$ cat src/rtl/instr_loader_pkg.sv
// Shared types and sizing for the program-load / run sequencer.
// Imported by instr_loader.
package instr_loader_pkg;

   localparam int INSTR_W    = 9;
   localparam int PROG_DEPTH = 128;

   typedef enum logic [2:0] {
      ST_IDLE  = 3'd0,
      ST_LOAD  = 3'd1,
      ST_FLUSH = 3'd2,
      ST_RUN   = 3'd3,
      ST_DONE  = 3'd4
   } state_t;

endpackage

$ cat src/rtl/instr_loader.sv
// Loads a host program into instruction memory, then runs the core until done.
// Optional core run-cycle counter: define INSTR_LOADER_CYCLE_CNT_EN.
module instr_loader
   import instr_loader_pkg::*;
#(
   parameter int D     = 12,
   parameter int W     = INSTR_W,
   parameter int DEPTH = PROG_DEPTH
) (
   input  logic          clk,
   input  logic          reset,
   input  logic          req,
   input  logic          in_valid,
   output logic          in_ready,
   input  logic [W-1:0]  in_data,
   input  logic          in_last,
   output logic          imem_we,
   output logic [D-1:0]  imem_addr,
   output logic [W-1:0]  imem_wdata,
   output logic          core_reset,
   input  logic          core_done,
   output logic          done,
   output logic          overflow
`ifdef INSTR_LOADER_CYCLE_CNT_EN
   ,output logic [31:0]  cycle_cnt
`endif
);

   localparam logic [D-1:0] LAST_IDX = D'(DEPTH - 1);

   state_t         r_state;
   logic [D-1:0]   r_cnt;
   logic           r_in_ready;
   logic           r_imem_we;
   logic [D-1:0]   r_imem_addr;
   logic [W-1:0]   r_imem_wdata;
   logic           r_core_reset;
   logic           r_done;
   logic           r_overflow;

   logic           w_accept;
   logic           w_final_beat;

   assign w_accept     = in_valid && r_in_ready;
   assign w_final_beat = in_last || (r_cnt == LAST_IDX);

   // NOTE: state is updated with non-blocking assignments so every register
   // samples the pre-edge values of the others, independent of statement order.
   always_ff @(posedge clk or negedge reset) begin
      if (!reset) begin
         r_state      <= ST_IDLE;
         r_cnt        <= '0;
         r_in_ready   <= 1'b0;
         r_imem_we    <= 1'b0;
         r_imem_addr  <= '0;
         r_imem_wdata <= '0;
         r_core_reset <= 1'b1;
         r_done       <= 1'b0;
         r_overflow   <= 1'b0;
      end else begin
         case (r_state)
            ST_IDLE: begin
               if (req) begin
                  r_state    <= ST_LOAD;
                  r_in_ready <= 1'b1;
                  r_cnt      <= '0;
                  r_overflow <= 1'b0;
               end
            end

            ST_LOAD: begin
               if (!req) begin
                  r_state      <= ST_IDLE;
                  r_in_ready   <= 1'b0;
                  r_imem_we    <= 1'b0;
                  r_core_reset <= 1'b1;
               end else begin
                  r_imem_we <= 1'b0;
                  if (w_accept) begin
                     r_imem_we    <= 1'b1;
                     r_imem_addr  <= r_cnt;
                     r_imem_wdata <= in_data;
                     // Counter saturates at the last slot so it can never wrap.
                     if (r_cnt != LAST_IDX) begin
                        r_cnt <= r_cnt + 1'b1;
                     end
                     if (w_final_beat) begin
                        r_state    <= ST_FLUSH;
                        r_in_ready <= 1'b0;
                        r_overflow <= ~in_last;
                     end
                  end
               end
            end

            ST_FLUSH: begin
               r_imem_we <= 1'b0;
               if (!req) begin
                  r_state      <= ST_IDLE;
                  r_core_reset <= 1'b1;
               end else begin
                  r_state      <= ST_RUN;
                  r_core_reset <= 1'b0;
               end
            end

            ST_RUN: begin
               if (!req) begin
                  r_state      <= ST_IDLE;
                  r_core_reset <= 1'b1;
               end else if (core_done) begin
                  r_state      <= ST_DONE;
                  r_core_reset <= 1'b1;
                  r_done       <= 1'b1;
               end
            end

            ST_DONE: begin
               if (!req) begin
                  r_state <= ST_IDLE;
                  r_done  <= 1'b0;
               end
            end

            default: begin
               r_state      <= ST_IDLE;
               r_in_ready   <= 1'b0;
               r_imem_we    <= 1'b0;
               r_core_reset <= 1'b1;
               r_done       <= 1'b0;
            end
         endcase
      end
   end

`ifdef INSTR_LOADER_CYCLE_CNT_EN
   logic [31:0] r_cycle_cnt;

   always_ff @(posedge clk or negedge reset) begin
      if (!reset) begin
         r_cycle_cnt <= '0;
      end else if (r_state == ST_IDLE && req) begin
         r_cycle_cnt <= '0;
      end else if (r_state == ST_RUN && !r_core_reset && r_cycle_cnt != 32'hFFFF_FFFF) begin
         r_cycle_cnt <= r_cycle_cnt + 32'd1;
      end
   end

   assign cycle_cnt = r_cycle_cnt;
`endif

   assign in_ready   = r_in_ready;
   assign imem_we    = r_imem_we;
   assign imem_addr  = r_imem_addr;
   assign imem_wdata = r_imem_wdata;
   assign core_reset = r_core_reset;
   assign done       = r_done;
   assign overflow   = r_overflow;

endmodule

$ cat config.mk
export PLATFORM = sky130hd
export DESIGN_NAME = instr_loader
export DESIGN_NICKNAME = d
export VERILOG_FILES = /design/src/rtl/instr_loader_pkg.sv /design/src/rtl/instr_loader.sv
export SDC_FILE = /design/constraint.sdc
export NUM_CORES = 1
export LEC_CHECK = 0
export ABC_AREA = 1
export ABC_CLOCK_PERIOD_IN_PS = 1800
export CORE_MARGIN = 2
export CORE_UTILIZATION = 60
export DETAILED_ROUTE_END_ITERATION = 16
export DONT_BUFFER_PORTS = 1
export PLACE_DENSITY = 0.86
export SYNTH_ARGS = -nofsm -noshare
export SYNTH_HDL_FRONTEND = slang
export SYNTH_SLANG_ARGS = --single-unit
$ cat constraint.sdc
create_clock -name clk -period 1.8 [get_ports clk]
set_clock_uncertainty 0.05 [all_clocks]
set_input_delay 0.09 -clock clk [delete_from_list [all_inputs] [get_ports clk]]
set_output_delay 0.09 -clock clk [all_outputs]
set_load 0.005 [all_outputs]
Yosys cells after proc, flatten, opt, wreduce, memory -nomap -nowiden. Index checks and enable logic that the tools add are counted.

Muxes and demuxes: 35. Eq/ne operators: 18. Bitwise gates (word level): 4. Reduce and logical (&&, ||, !) cells: 15. Add/subtract/negate cells: 1.

Operators with widths (count): 12-bit 2-to-1 mux (4); 12-bit one-hot mux with 2 select lines (1); 3-bit 2-to-1 mux (7); 2-bit != test (second input constant) (9); 1-bit 2-to-1 mux (16); 3-bit one-hot mux with 5 select lines (1); 5-bit AND reduction (3); 12-bit by 1-bit adder with 12-bit output (second input constant) (1); 12-bit by 7-bit == test with 1-bit output (second input constant) (1); 12-bit by 7-bit != test with 1-bit output (second input constant) (1); 3-bit != test (second input constant) (3); 3-bit OR reduction (3); 4-bit AND reduction (2); 3-bit by 2-bit == test with 1-bit output (second input constant) (2); 1-bit one-hot mux with 3 select lines (2); 3-bit AND reduction (2); 1-bit NOT (4); 1-bit one-hot mux with 2 select lines (2); 1-bit one-hot mux with 4 select lines (1); 3-bit by 1-bit == test with 1-bit output (second input constant) (1); 3-bit == test (second input constant) (1); 3-bit zero test (1); 2-bit 2-to-1 mux (1); 2-bit nonzero test (1); other kinds (3) (3).

Output and inout port bits: 26. Input port bits: 15. Register bits: 41.

Longest topological paths before layout.
Depth after elaboration: 6. Mapped depth: 9. Depth with buffers taken out: 9.

Least setup slack after synthesis. No wires, ideal clock.

Path type: reg2reg. Start: register r_cnt[0]. End: register r_cnt[7]. Data required time: 1.676 ns. Stages on the path, launching flop included: 9. Library setup time: 0.074 ns. Slack: 0.321 ns. Period minus slack after synthesis: 1.479 ns. Arrival time: 1.355 ns. Cells stage by stage: dfrtp_1 > ha_1 > nand3_2 > nor2_2 > nand3_2 > nand2_4 > buf_6 > nand2_2 > o21ai_2.

Cells in the longest elaborated chain, start to end: 5.

RTL lines: start: declaration (line instr_loader.sv:32) `logic [D-1:0] r_cnt;`; start signal: assignment (line instr_loader.sv:85) `r_cnt <= r_cnt + 1'b1;`; 12-bit by 1-bit adder with 12-bit output (line instr_loader.sv:85); 12-bit 2-to-1 mux (line instr_loader.sv:84) `if (r_cnt != LAST_IDX) begin`; 12-bit 2-to-1 mux (line instr_loader.sv:79) `if (w_accept) begin`; 12-bit 2-to-1 mux (line instr_loader.sv:72) `if (!req) begin`; 12-bit one-hot mux with 2 select lines (line instr_loader.sv:61) `case (r_state)`.

Parallel ways exist; a longest one is shown, timed or not. The select of a mux whose other input is x is not followed. A chain may end at the register's enable or synchronous reset.

Worst setup path in the final report.
Start: register r_cnt[1]. End: register r_cnt[11].

Same word-level chain as after synthesis.

==> results.yml <==
outcome:
  run_status: "finished with violations"
  violations: "hold timing"
critical_path:
  r2r_cells: 7
  path_max_fanout: 24
  path_buf_inv: 0
  endpoint_kind: "register"
  worstReg2RegStart: "r_cnt[1]"
  required_ns: 2.03
  path_cells: "ha_1 -> nand3_2 -> nor2_2 -> nand3_2 -> nand2_8 -> nand2_1 -> o21ai_1"
  cpLargestDelayFamily: "simple AND/OR/NAND/NOR gates"
  critPathKind: "reg -> reg"
  r2r_slack_ns: 0.18
  crit_path_start_kind: "register"
  cp_common_cell: "nand3_2"
  timing.rr.end: "r_cnt[11]"
  startpoint: "r_cnt[1]"
  critPathSlowestCell: "dfrtp_1"
  slowest_delay_ns: 0.43
  arrival_ns: 1.85
detailed_routing:
  viasPerCell: 5.368
  wire_per_inst_um: 13.85
  ant_nets: 0
  wl_um: 4557
  firstDrtPassIters: 4
  vias: 1766
  drt-initial-drc-count: 147
  drcViolationCount: 0
logic_synthesis:
  synthAdderAreaFrac_pct: 0.5945
  synth_nets: 280
  synth_flop_cell: "dfrtp_1"
  synth_compound_area_share_pct: 11.71
  async_reset_ff_share_pct: 100.0
  synthMuxAreaShare_pct: 0
  syn_area_um2: 2105
  synth_area_leaders: "dfrtp_1 (48%), nand2_1 (14%), o21ai_0 (6.7%)"
  yosysSeqAreaShare_pct: 48.81
  syn_inst: 264
  yosys.area_share.simple_pct: 29.73
  synth_edf_count: 0
  syn_avg_cell_area_um2: 7.972
  synth_top_family_by_area: "simple AND/OR/NAND/NOR gates"
  yosysUniqueCellTypes: 26
  ys_ff_latch: 41
  synth_top_area_share_pct: 47.56
  ys_warn_count: 0
  synth_top_cell_by_area: "dfrtp_1"
  synth-xor-area-share_pct: 0.8323
clock_tree:
  cts_root_buf: "clkbuf_4"
  cts_buffer_depth: 2
  cts_tree: "built"
  path_clk_slew_ns: 0.13
  clock_latency_ns: 0.36
  cts_num_sinks: 41
  post_cts_buffers: 0
  htreeDepth: 2
  cts_made_buffers: 5
placement:
  io_buffers: 0
  dp_cells: 304
  pre_cts_slack_ns: 0.09996
  gp_congestion: 0.9020
  dpl_cell_area_um2: 2122
  dp_hpwl_um: 2950
sta:
  max_slew_margin_pct: 74.80
  rsz0062_at_grt: "false"
  hold_violations: 8
  holdWs_ns: -0.01860
  fmaxAchievable_ghz: 0.6158
  worst_pin_slew_ns: 0.3780
  finalMaxSlewViolations: 0
  finalSetupViolations: 0
  post-route-min-period_ns: 1.624
  fin_tns_setup_ns: 0
  layout_worst_path_cycle_share_pct: 90.22
  worst_slack_ns: 0.1760
die:
  num_rows: 21
  die_w_um: 63.23
  initial_core_util_pct: 62.57
  ios: 41
  core_um2: 3363
  design.die.area_um2: 3997
  die_h_um: 63.23
cells_and_area:
  area_growth_pct: 13.02
  final_common_cell: "nand2_1"
  fin_cells: 329
  drive_gt1_share_pct: 12.72
  nets: 298
  fin_area_um2: 2379
  layout_common_cells: "nand2_1 (76), dfrtp_1 (39), inv_1 (32)"
  antenna_cells: 0
global_route:
  overflow: 0
  grt_pass1_vias: 1654
  grt_usage_pct: 24.12
  antenna_found_initial: 0
  grt_max_degree: 44
  grt_first_pass_wirelength_um: 7645
min_path:
  hold_path_depth: 2
  holdPathEnd: "imem_addr[5]"
  min_from: "req"
  min-delay-path-class: "in -> reg"
flow_run:
  maxCapViolCount: 0
power:
  power.density_nw_per_um2: 1110
  vdd_drop_max_mv: 0.4521
  p_leak_nw: 1.123
## per-layer routing
metal	track usage, %	vias up	wire, um
met4	5.707	0	44
met3	6.607	5	243
met5	0	-	0
met1	30.87	828	2014
li1	-	887	-
met2	40.96	46	2254
## registers in the layout (all words and copies together), names as in the netlist
register	cells
imem_addr	12
r_cnt	12
imem_wdata	9
r_state	3
core_reset	1
done	1
imem_we	1
in_ready	1
overflow	1
## through the flow
step / total power [mW] / util, %
floorplan: 1.942 / -
global placement: 2.041 / 63.10
detailed placement: 2.077 / 63.10
CTS: 2.593 / 69.61
global route: 2.840 / 70.72
finish: 2.640 / 70.72
## logic make-up after synthesis
kind of cell             Yosys count
AND/OR/NAND/NOR                  137
buffers and inverters             41
flip-flops                        41
adder cells (fa/ha/maj)            1
XOR/XNOR                           2
AO/OA/AOI/OAI                     42
## how the worst max path moves through the flow
stage / endpoint / cells after the start
2_1_floorplan: r_cnt[7] / 8
3_3_place_gp: r_cnt[0] / 7
3_5_place_dp: r_cnt[10] / 6
4_1_cts: r_cnt[11] / 6
5_1_grt: r_cnt[11] / 7
6_report: r_cnt[11] / 7
## Yosys cell counts (all sizes together) (2+ instances only)
master / number
xor2: 2
dfrtp: 40
nor2: 20
nand3: 26
inv: 34
o21ai: 40
nand2: 80
or2: 2
buf: 5
nand3b: 2
nand4: 6
clkbuf: 2
## power breakdown
group,switching [mW],internal [mW]
sequential,0.197,1.14
combinational,0.555,0.284
clock,0.313,0.155
total,1.07,1.57
## cell type report
type	instances	area (um^2)
clock buffers	5	37.54
clock inverters	3	21.27
fillers	250	984.7
inverters	34	127.6
multi-input cells	183	928.4
flip-flops and latches	41	1028
well taps	46	57.56
repair buffers	17	177.7
## repair_timing
action / 4_1_cts / 5_1_grt
endpoints found under the hold margin: 57 / 5
endpoints found under the setup margin: 0 / 20
resized for setup: 0 / 3
hold buffers: 15 / 1
Note: power is estimated with default switching activity, not from simulation.
